===== config.mk =====
export PLATFORM = sky130hd
export DESIGN_NAME = fifo_sync_param
export DESIGN_NICKNAME = d
export VERILOG_FILES = /design/src/rtl/fifo_sync_param.sv
export SDC_FILE = /design/constraint.sdc
export NUM_CORES = 1
export LEC_CHECK = 0
export BUFFER_PORTS_ARGS = -buffer_cell sky130_fd_sc_hd__buf_2
export CORE_AREA = 10 10 127 129
export DETAILED_ROUTE_END_ITERATION = 6
export DIE_AREA = 0 0 137 139
export GPL_ROUTABILITY_DRIVEN = 0
export PLACE_DENSITY_LB_ADDON = 0.1
export SLEW_MARGIN = 10
export SYNTH_ARGS = -nofsm -noshare
export SYNTH_HDL_FRONTEND = slang
export SYNTH_SLANG_ARGS = --single-unit

===== constraint.sdc =====
create_clock -name clk -period 3.8 [get_ports clk]
set_input_delay 0.57 -clock clk [delete_from_list [all_inputs] [get_ports clk]]
set_output_delay 0.57 -clock clk [all_outputs]
set_load 0.01 [all_outputs]

===== src/rtl/fifo_sync_param.sv =====
// Parametrised single-clock FIFO with first-word-fall-through read data,
// occupancy count, programmable almost flags and sticky error flags.
module fifo_sync_param #(
  parameter int DATA_W = 8,
  parameter int DEPTH  = 16,
  parameter int AF_LVL = 12,
  parameter int AE_LVL = 2
) (
  input  logic                     clk,
  input  logic                     rst,
  input  logic [DATA_W-1:0]        w_data,
  input  logic                     push,
  input  logic                     pop,
  input  logic                     clr_err,
  output logic [DATA_W-1:0]        r_data,
  output logic                     full,
  output logic                     empty,
  output logic                     almost_full,
  output logic                     almost_empty,
  output logic [$clog2(DEPTH):0]   count,
  output logic                     overflow,
  output logic                     underflow
);

  localparam int ADDR_W = $clog2(DEPTH);
  localparam int CNT_W  = ADDR_W + 1;

  localparam logic [CNT_W-1:0] DEPTH_C = CNT_W'(DEPTH);
  localparam logic [CNT_W-1:0] AF_C    = CNT_W'(AF_LVL);
  localparam logic [CNT_W-1:0] AE_C    = CNT_W'(AE_LVL);

  logic [DATA_W-1:0] mem [DEPTH];
  logic [ADDR_W-1:0] wptr;
  logic [ADDR_W-1:0] rptr;
  logic [CNT_W-1:0]  count_next;
  logic              push_ok;
  logic              pop_ok;

  // Handshake: a push is accepted when push=1 and full=0, a pop when pop=1 and
  // empty=0, both judged on the registered flags of the current cycle. A
  // rejected request has no effect besides raising its sticky error flag.
  assign push_ok = push & ~full;
  assign pop_ok  = pop & ~empty;

  always_comb begin
    count_next = count;
    if (push_ok && !pop_ok) count_next = count + CNT_W'(1);
    else if (pop_ok && !push_ok) count_next = count - CNT_W'(1);
  end

  assign r_data = mem[rptr];

  // Storage carries no reset; contents are meaningless while empty.
  always_ff @(posedge clk) begin
    if (!rst && push_ok) mem[wptr] <= w_data;
  end

  always_ff @(posedge clk) begin
    if (rst) begin
      wptr         <= '0;
      rptr         <= '0;
      count        <= '0;
      full         <= 1'b0;
      empty        <= 1'b1;
      almost_full  <= 1'b0;
      almost_empty <= 1'b1;
      overflow     <= 1'b0;
      underflow    <= 1'b0;
    end else begin
      if (push_ok) wptr <= wptr + ADDR_W'(1);
      if (pop_ok)  rptr <= rptr + ADDR_W'(1);
      count        <= count_next;
      full         <= (count_next == DEPTH_C);
      empty        <= (count_next == '0);
      almost_full  <= (count_next >= AF_C);
      almost_empty <= (count_next <= AE_C);
      // A new error in the same cycle as clr_err keeps the flag set.
      if (push && full)   overflow  <= 1'b1;
      else if (clr_err)   overflow  <= 1'b0;
      if (pop && empty)   underflow <= 1'b1;
      else if (clr_err)   underflow <= 1'b0;
    end
  end

endmodule

==> results.txt, run 1 <==
The nature of the critical path startpoint is a flop. The wire length after detailed routing came out at 12200 um. The number of cells produced by synthesis came out at 311.

STA puts the critical path data arrival time at 2660 ps. The class of the worst hold path is in -> reg. The max-capacitance violation count is 0. For this run, the detailed router's first-pass iteration total came to 4. The synthesized flop and latch total came out at 151. Dividing the detail-routed wire length by the instance count gives 21.8 um. The final routed DRC violation total came out at 0.

The die span in x is roughly 140 um. The area of the die is 19000 um^2. The starting density of the core is 0.441. The highest attainable clock frequency is 0.309 GHz. For the pin with the worst max-slew slack, the measured transition is 727 ps. CTS placed an instance of clkbuf_16 at the clock tree root. In this run, post-CTS repair resized a total of 0 instances. The async set-reset flop share out of synthesis is 0. TritonCTS built the clock tree. The placeable core region came out at 13700 um^2. In the synthesized netlist the dominant register cell turns out to be edfxtp_1. Setup repair after global routing left no endpoint under its margin. The pin count of the biggest net entering global routing is 33. Summed over all layers, the global routing overflow is 0. The violation count after the first detailed-route iteration came out at 202.

After clock tree synthesis, the clock-pin slew on the worst setup and hold paths is about 60 ps. The data required time at the worst endpoint came out at 3230 ps. The first-pass GRT wire length is 19100 um. The count of flip-flops with a built-in enable after synthesis is 128.

Once layout is complete, the cells apart from fillers number 559. The critical path goes through buf_4 > mux4_1 > mux4_2 > buf_2. The total via count after detailed routing came out at 2963. By startpoint and endpoint, the worst setup path is classified as reg -> out. STA classifies the critical path endpoint as an output port. The number of vias per cell after detailed routing came out at 5.30. The layout overhead on the synthesized area came out at 16.1%. In this run the remaining antenna-violating nets after routing total 0. The total clock buffers created by CTS is 17.

The synthesized netlist contains 38 unique library cells. The hold violation total from the final report is 0. The number of buffers on the longest clock path came out at 2. The number of antenna violations at the first check in global routing is 0. The power density over cell area is around 560 nW/um^2. The static power due to leakage is 2.38 nW. The final standard cell area without fillers came out at around 7000 um^2. The standard-cell row count came out at 43. The clock sink count is about 150.

On the critical path the largest part of the delay comes from multiplexers. In this run the number of cells on the critical path is 4. The overall routing resource usage is 0.136. The half-perimeter wire length after detailed placement is around 8100 um. The number of hold buffers added after CTS came out at 0.

The share of layout cells above drive strength 1 is 0.259. The via count of the first global-routing pass came to ~3100. The number of max-slew violations in the final report came to 0. The worst hold-check slack is 447 ps. The number of endpoints failing setup at the final stage is 0. The synthesized netlist occupies a cell area of 6020 um^2.

The shortest clock period the worst path allows after layout is 3230 ps. The final period utilization is 0.851. The count of buffers added on input and output ports is 31. Summed over all failing endpoints, the final setup total negative slack is 0 ps. The synthesized area per cell is roughly 19 um^2. The worst slew slack as a fraction of its limit came out at 0.515. The maximum clock skew at final layout came out at approximately 6 ps.

The sum of buffers and inverters on the critical path came out at 2. In this run the vertical extent of the chip is around 140 um. The post-detailed-placement cell area is 6450 um^2. The maximum vdd ir drop came out at 0.310 mV.

The Yosys step of the flow raised 0 warnings. The instance count along the most critical hold path is 3. The post-layout net count is ~390.

The maximum single-stage delay on the critical path came out at 690 ps. The clock latency reported for the late side of the worst-skew pair came out at 420 ps. The depth of the most critical reg-to-reg path came out at 5. The depth of the CTS H-tree is 4. The net count of the mapped netlist came out at 331. The share of the Yosys chip area taken by registers is 0.714. The number of antenna diodes in the final layout is 0. The maximum fanout encountered on the critical timing path is 17. The post-CTS setup buffer count came out at 0. The slowest stage of the critical path belongs to the cell dfxtp_2.

The boundary pin count is 32. The number of instances in the placed design came out at 529. The flow ran to the end, and the final reports show no timing, DRC or antenna violations.
-- registers in the layout, summed over array words and instances (netlist names), 4 cells and up, named ones only --
signal	count
count	5
mem	128
rptr	4
wptr	4
-- power breakdown --
| group | switching (mW) | internal (mW) |
|---|---|---|
| sequential | 0.0594 | 1.84 |
| combinational | 0.226 | 0.226 |
| clock | 0.614 | 0.948 |
| total | 0.900 | 3.02 |
-- Yosys cell counts, drive strengths merged (2+ instances only) --
| library cell | instances | share of area |
|---|---|---|
| buf | 10 | 0.015 |
| xor2 | 5 | 0.0073 |
| a21oi | 5 | 0.0042 |
| xnor2 | 3 | 0.0044 |
| edfxtp | 128 | 0.64 |
| nand3 | 3 | 0.0025 |
| nand2b | 2 | 0.0021 |
| dfxtp | 23 | 0.076 |
| and3 | 2 | 0.0021 |
| and3b | 2 | 0.0029 |
| ha | 7 | 0.015 |
| mux4 | 40 | 0.16 |
| o21ai | 2 | 0.0017 |
| nor2b | 2 | 0.0021 |
| nand2 | 11 | 0.0069 |
| clkbuf | 3 | 0.0019 |
| a22oi | 3 | 0.0046 |
| nor3 | 5 | 0.0042 |
| a31oi | 2 | 0.0021 |
| inv | 5 | 0.0031 |
| nand4 | 3 | 0.0031 |
| or3 | 3 | 0.0031 |
| nor2 | 34 | 0.021 |
-- layer usage --
metal,up-vias,GRT usage,wire length [um]
met5,-,0,0
met4,0,0.0560,219
met3,24,0.0362,405
met2,60,0.214,6110
met1,1505,0.173,5480
li1,1374,-,-
-- final timing paths --
path | startpoint | end | slack (ps)
setup / recovery | flop | r_data[7] | 570
hold / removal | push | overflow | 450
setup reg to reg | empty | full | 1830
hold reg to reg | rptr[1] | rptr[1] | 510
-- layout make-up --
cell class | count | area [um^2]
timing repair buffer | 51 | 305
sequential | 151 | 4310
fill | 1133 | 6670
inverter | 5 | 18.8
tap | 180 | 225
clock inverter | 11 | 110
multi-input combinational | 142 | 1600
clock buffer | 19 | 433
-- layout by cell type, fill, tap and decap left out, types with 7 or more instances in the layout --
cell type	instances
buf_2	31
nor2_1	34
clkbuf_16	17
nand2_1	11
mux4_1	24
edfxtp_1	128
dfxtp_1	22
clkinv_2	7
mux4_2	16
ha_1	7
buf_4	20
-- per-stage QoR --
step | power [mW] | setup WS [ps] | utilization
6_report | 3.92 | 565 | 0.512
5_1_grt | 4.08 | 433 | 0.512
4_1_cts | 3.96 | 516 | 0.512
3_5_place_dp | 2.40 | 978 | 0.472
3_3_place_gp | 2.39 | 987 | 0.472
2_1_floorplan | 2.27 | 1640 | -
-- cells by family after synthesis --
group                    Yosys count  share of synthesized area
buffers and inverters             18                     0.0204
AO/OA/AOI/OAI                     16                     0.0183
adder cells (fa/ha/maj)            7                     0.0145
flip-flops                       151                      0.714
multiplexers                      40                      0.164
XOR/XNOR                           8                     0.0116
AND/OR/NAND/NOR                   71                     0.0563
-- worst reg2reg max path: cells and delay by family, from the launching register on --
family / cells / cell delay (ps)
DFF: 1 / 330
and+or+nand+nor: 4 / 1300
AOI/OAI and AO/OA: 1 / 280
No activity file was read; power rests on OpenSTA's default activity.
==> inputs of run 2 (changes only) <==
--- a/config.mk
+++ b/config.mk
@@ -5,10 +5,11 @@
 export SDC_FILE = /design/constraint.sdc
 export NUM_CORES = 1
 export LEC_CHECK = 0
+export ABC_AREA = 1
 export BUFFER_PORTS_ARGS = -buffer_cell sky130_fd_sc_hd__buf_2
-export CORE_AREA = 10 10 127 129
+export CORE_AREA = 10 10 129 131
 export DETAILED_ROUTE_END_ITERATION = 6
-export DIE_AREA = 0 0 137 139
+export DIE_AREA = 0 0 139 141
 export GPL_ROUTABILITY_DRIVEN = 0
 export PLACE_DENSITY_LB_ADDON = 0.1
 export SLEW_MARGIN = 10
==> run 2 against run 1 <==
Effect of this change: register-to-register slack hardly changed; critical path type unchanged; power is 3.4% higher; global-route usage is 1.4 points higher; cell area is 2.4% higher; sequential share of layout area is 1.4 points lower; non-clock buffer count is 2 lower; synthesized cell count is 72% higher; fmax is 13% higher; die area is 2.9% higher; critical endpoint is now r_data[3]; sequential power hardly changed; utilization is 0.78 points lower; via count is 38% higher.
==> results.txt, run 2 <==
The flow ran to the end, and the final reports show no timing, DRC or antenna violations. Setup repair after global routing left no endpoint under its margin. The post-synthesis share of cell area spent on and, or, nand and nor gates came out at 0.140. The total of buffers placed on input and output ports came out at 31. The post-detailed-route wirelength per cell is between 15 and 20 um. Summed over all nets, the half-perimeter wirelength after detailed placement is 9270 um. The final routed DRC violation total came out at 0. The power density over cell area came out at between 500 and 600 nW/um^2. The layout overhead on the synthesized area is 15.9%. Counting I/O delays and the setup requirement, the final critical path takes 2860 ps. By count the netlist is led by 128 x edfxtp_1, 121 x nor2_1, 73 x o21ai_0, 46 x nand2_1, 32 x o211ai_1. The via count of the first global-routing pass came out at 3949. For this run, the leading register cell type out of synthesis is edfxtp_1.

The register with the most flip-flops in the final layout is mem. The most common cell after layout, fill and taps aside is edfxtp_1. Once the clock tree was built, the resizer swapped 0 gates to a different size. The post-layout net count came out at 600. Of the available clock period, the critical path in the final layout requires 0.752. The wire length after detailed routing is 14700 um. The share of total power dissipated in combinational logic is 0.136.

The switching fraction of total power is 0.256. The height of the die is about 140 um. After synthesis, the largest family of logic cells by area is simple AND/OR/NAND/NOR gates. The die is 139 um wide. The worst slack at placement came out at 1250 ps. Synthesis produced a netlist with a net count of 556. The largest area contributor in the netlist is edfxtp_1. The maximum clock skew at final layout is roughly 6.1 ps.

The count of flip-flops with a built-in enable after synthesis is 128. The number of buffers on the longest clock path is 2. The detailed router placed 4098 vias in this run.

The worst setup path is launched from a flop. TritonCTS built the clock tree. The total clock buffers created by CTS is 17. For the pin with the worst max-slew slack, the measured transition is 1020 ps. The static power due to leakage is 2.52 nW. The remaining antenna violation count came out at 0.

Data on the critical path is required at its endpoint by 3230 ps. The final setup TNS is 0 ps. Counting flops and latches in the post-synthesis netlist gives 151. The combined area of all synthesized cells came out at 6180 um^2. The number of hold buffers added after CTS came out at 0. The count of fill cells added during filler insertion came out at 1296. The starting density of the core is 0.435. By instance count, the leading cell after synthesis is edfxtp_1. The number of cells produced by synthesis came out at between 500 and 600. The worst setup path is captured at an output port.

The async set-reset flop share out of synthesis came out at 0. The worst slew slack as a fraction of its limit is 0.315. The floorplan step defined a die boundary enclosing 19600 um^2. The hold violation total from the final report was 0. The number of endpoints failing setup at the final stage is 0. The H-tree generated during clock tree synthesis spans 4 levels. The setup path with the least slack is of type reg -> out. The number of detailed-route iterations in the first pass is 4. The clock root buffer is clkbuf_16.

The clock network fraction of total power is 0.393. The worst hold-check slack came out at 360 ps. The number of diodes added for antenna fixing came out at 0.

The highest attainable clock frequency is ~0.35 GHz. The total net switching power came out at 1.04 mW. The fraction of the mapped netlist area in compound gates came out at 0.114.

The first routing iteration left 340 violations. The largest registers in the layout are mem: 128 flops, count: 5 flops. The internal power of the cells totals 3.02 mW. Measured against the total synthesized area, the mux share comes to 0. Of the total synthesized cell area, the portion taken by full adders, half adders and majority gates is 0.0142. The global route total overflow is 0. The number of vias per cell after detailed routing came out at 5.27. The share of the synthesized area in the top cell type came out at 0.622. The boundary pin count came out at 32. The overall routing resource usage came out at 0.150. The arrival time at the worst endpoint is between 2000 and 2500 ps. The placeable core region came out at ~14000 um^2. The share of layout cells above drive strength 1 is 0.162. The maximum fanout encountered on the critical timing path is 40. The clock latency reported for the late side of the worst-skew pair came out at around 420 ps. The clock sink count came out at 151. The maximum vdd ir drop came out at roughly 0.30 mV. The top cell types in the final layout, fill and taps aside, are 128 x edfxtp_1, 121 x nor2_1, 73 x o21ai_0. The register area share after synthesis came out at 0.696. The clock-pin slew on the worst setup and hold paths is about 60 ps. The first-pass GRT wire length came out at 22600 um. Max-cap violations in this run came to 0. The number of max-slew violations in the final report came to 0. The tightest min-delay check is of the in -> reg type. The number of antenna violations at the first check in global routing is 0. After layout, the design draws a total of 4.05 mW. The post-CTS setup buffer count came out at 0. The count of unique library cells instantiated by Yosys is 28.

The number of warnings reported in the yosys synthesis log came out at 0. The floorplan has 44 rows. Of the total synthesized cell area, the portion taken by XOR and XNOR cells is 0.00142. Averaged over all synthesized cells, the footprint is about 12 um^2. The pin count of the biggest net entering global routing came out at 65. The register share of total power is 0.471. The worst path meets setup with 942 ps of slack. The register with the most flip-flops in the layout has about 130 of them. By area the synthesized netlist is led by edfxtp_1 62%, dfxtp_1 7.4%, nor2_1 7.3%, o21ai_0 5.9%, o211ai_1 3.9%.
run 2: layout make-up:
cell class | instances | area [um^2] | share of cell area
clock buffer | 27 | 543 | 0.0758
clock inverter | 5 | 32.5 | 0.00454
inverter | 23 | 88.8 | 0.0124
multi-input combinational | 338 | 1670 | 0.233
sequential | 151 | 4310 | 0.601
tap | 184 | 230 | 0.0322
timing repair buffer | 49 | 290 | 0.0405
run 2: critical path, cell delays in order (launching register included):
cell and delay [ps]:
dfxtp_2 840, buf_4 310, o21ai_0 110, o211ai_1 260
nand3_1 110, nand2_1 90, buf_2 130
run 2: metal layers:
metal,wire length [um],global-route usage,vias to the layer above,share of wire
li1,-,-,1991,-
met1,6620,0.190,2007,0.45
met2,7120,0.240,90,0.49
met3,740,0.0447,10,0.050
met4,172,0.0483,0,0.012
met5,0,0,-,0
run 2: worst paths after layout:
path                            slack (ps)      start  cells past startpoint   endpoint
worst min-delay path                   360        rst                      2  underflow
worst max register to register        1830       full                      3  mem[4][6]
worst max-delay path                   940       flop                      6  r_data[3]
worst min register to register         460  underflow                      2  underflow
run 2: power by group through the flow:
stage	clock [mW]	sequential, mW	combinational, mW
after floorplan	0	1.93	0.384
after global placement	0	1.94	0.547
after detailed placement	0	1.94	0.552
after CTS	1.62	1.91	0.555
after global routing	1.69	1.92	0.624
final	1.59	1.91	0.550
run 2: kinds of logic after synthesis:
kind of cell               after synthesis
and+or+nand+nor                        206
DFF                                    151
AOI/OAI and AO/OA                      124
buffers and inverters                   47
adders and majority gates                7
xor gates and xnor gates                 1
run 2: through the flow:
step	utilization	area, um^2	cells
floorplan	-	6180	536
global route	0.504	7160	777
finish	0.504	7160	777
global placement	0.464	6590	745
CTS	0.504	7160	777
detailed placement	0.464	6590	745
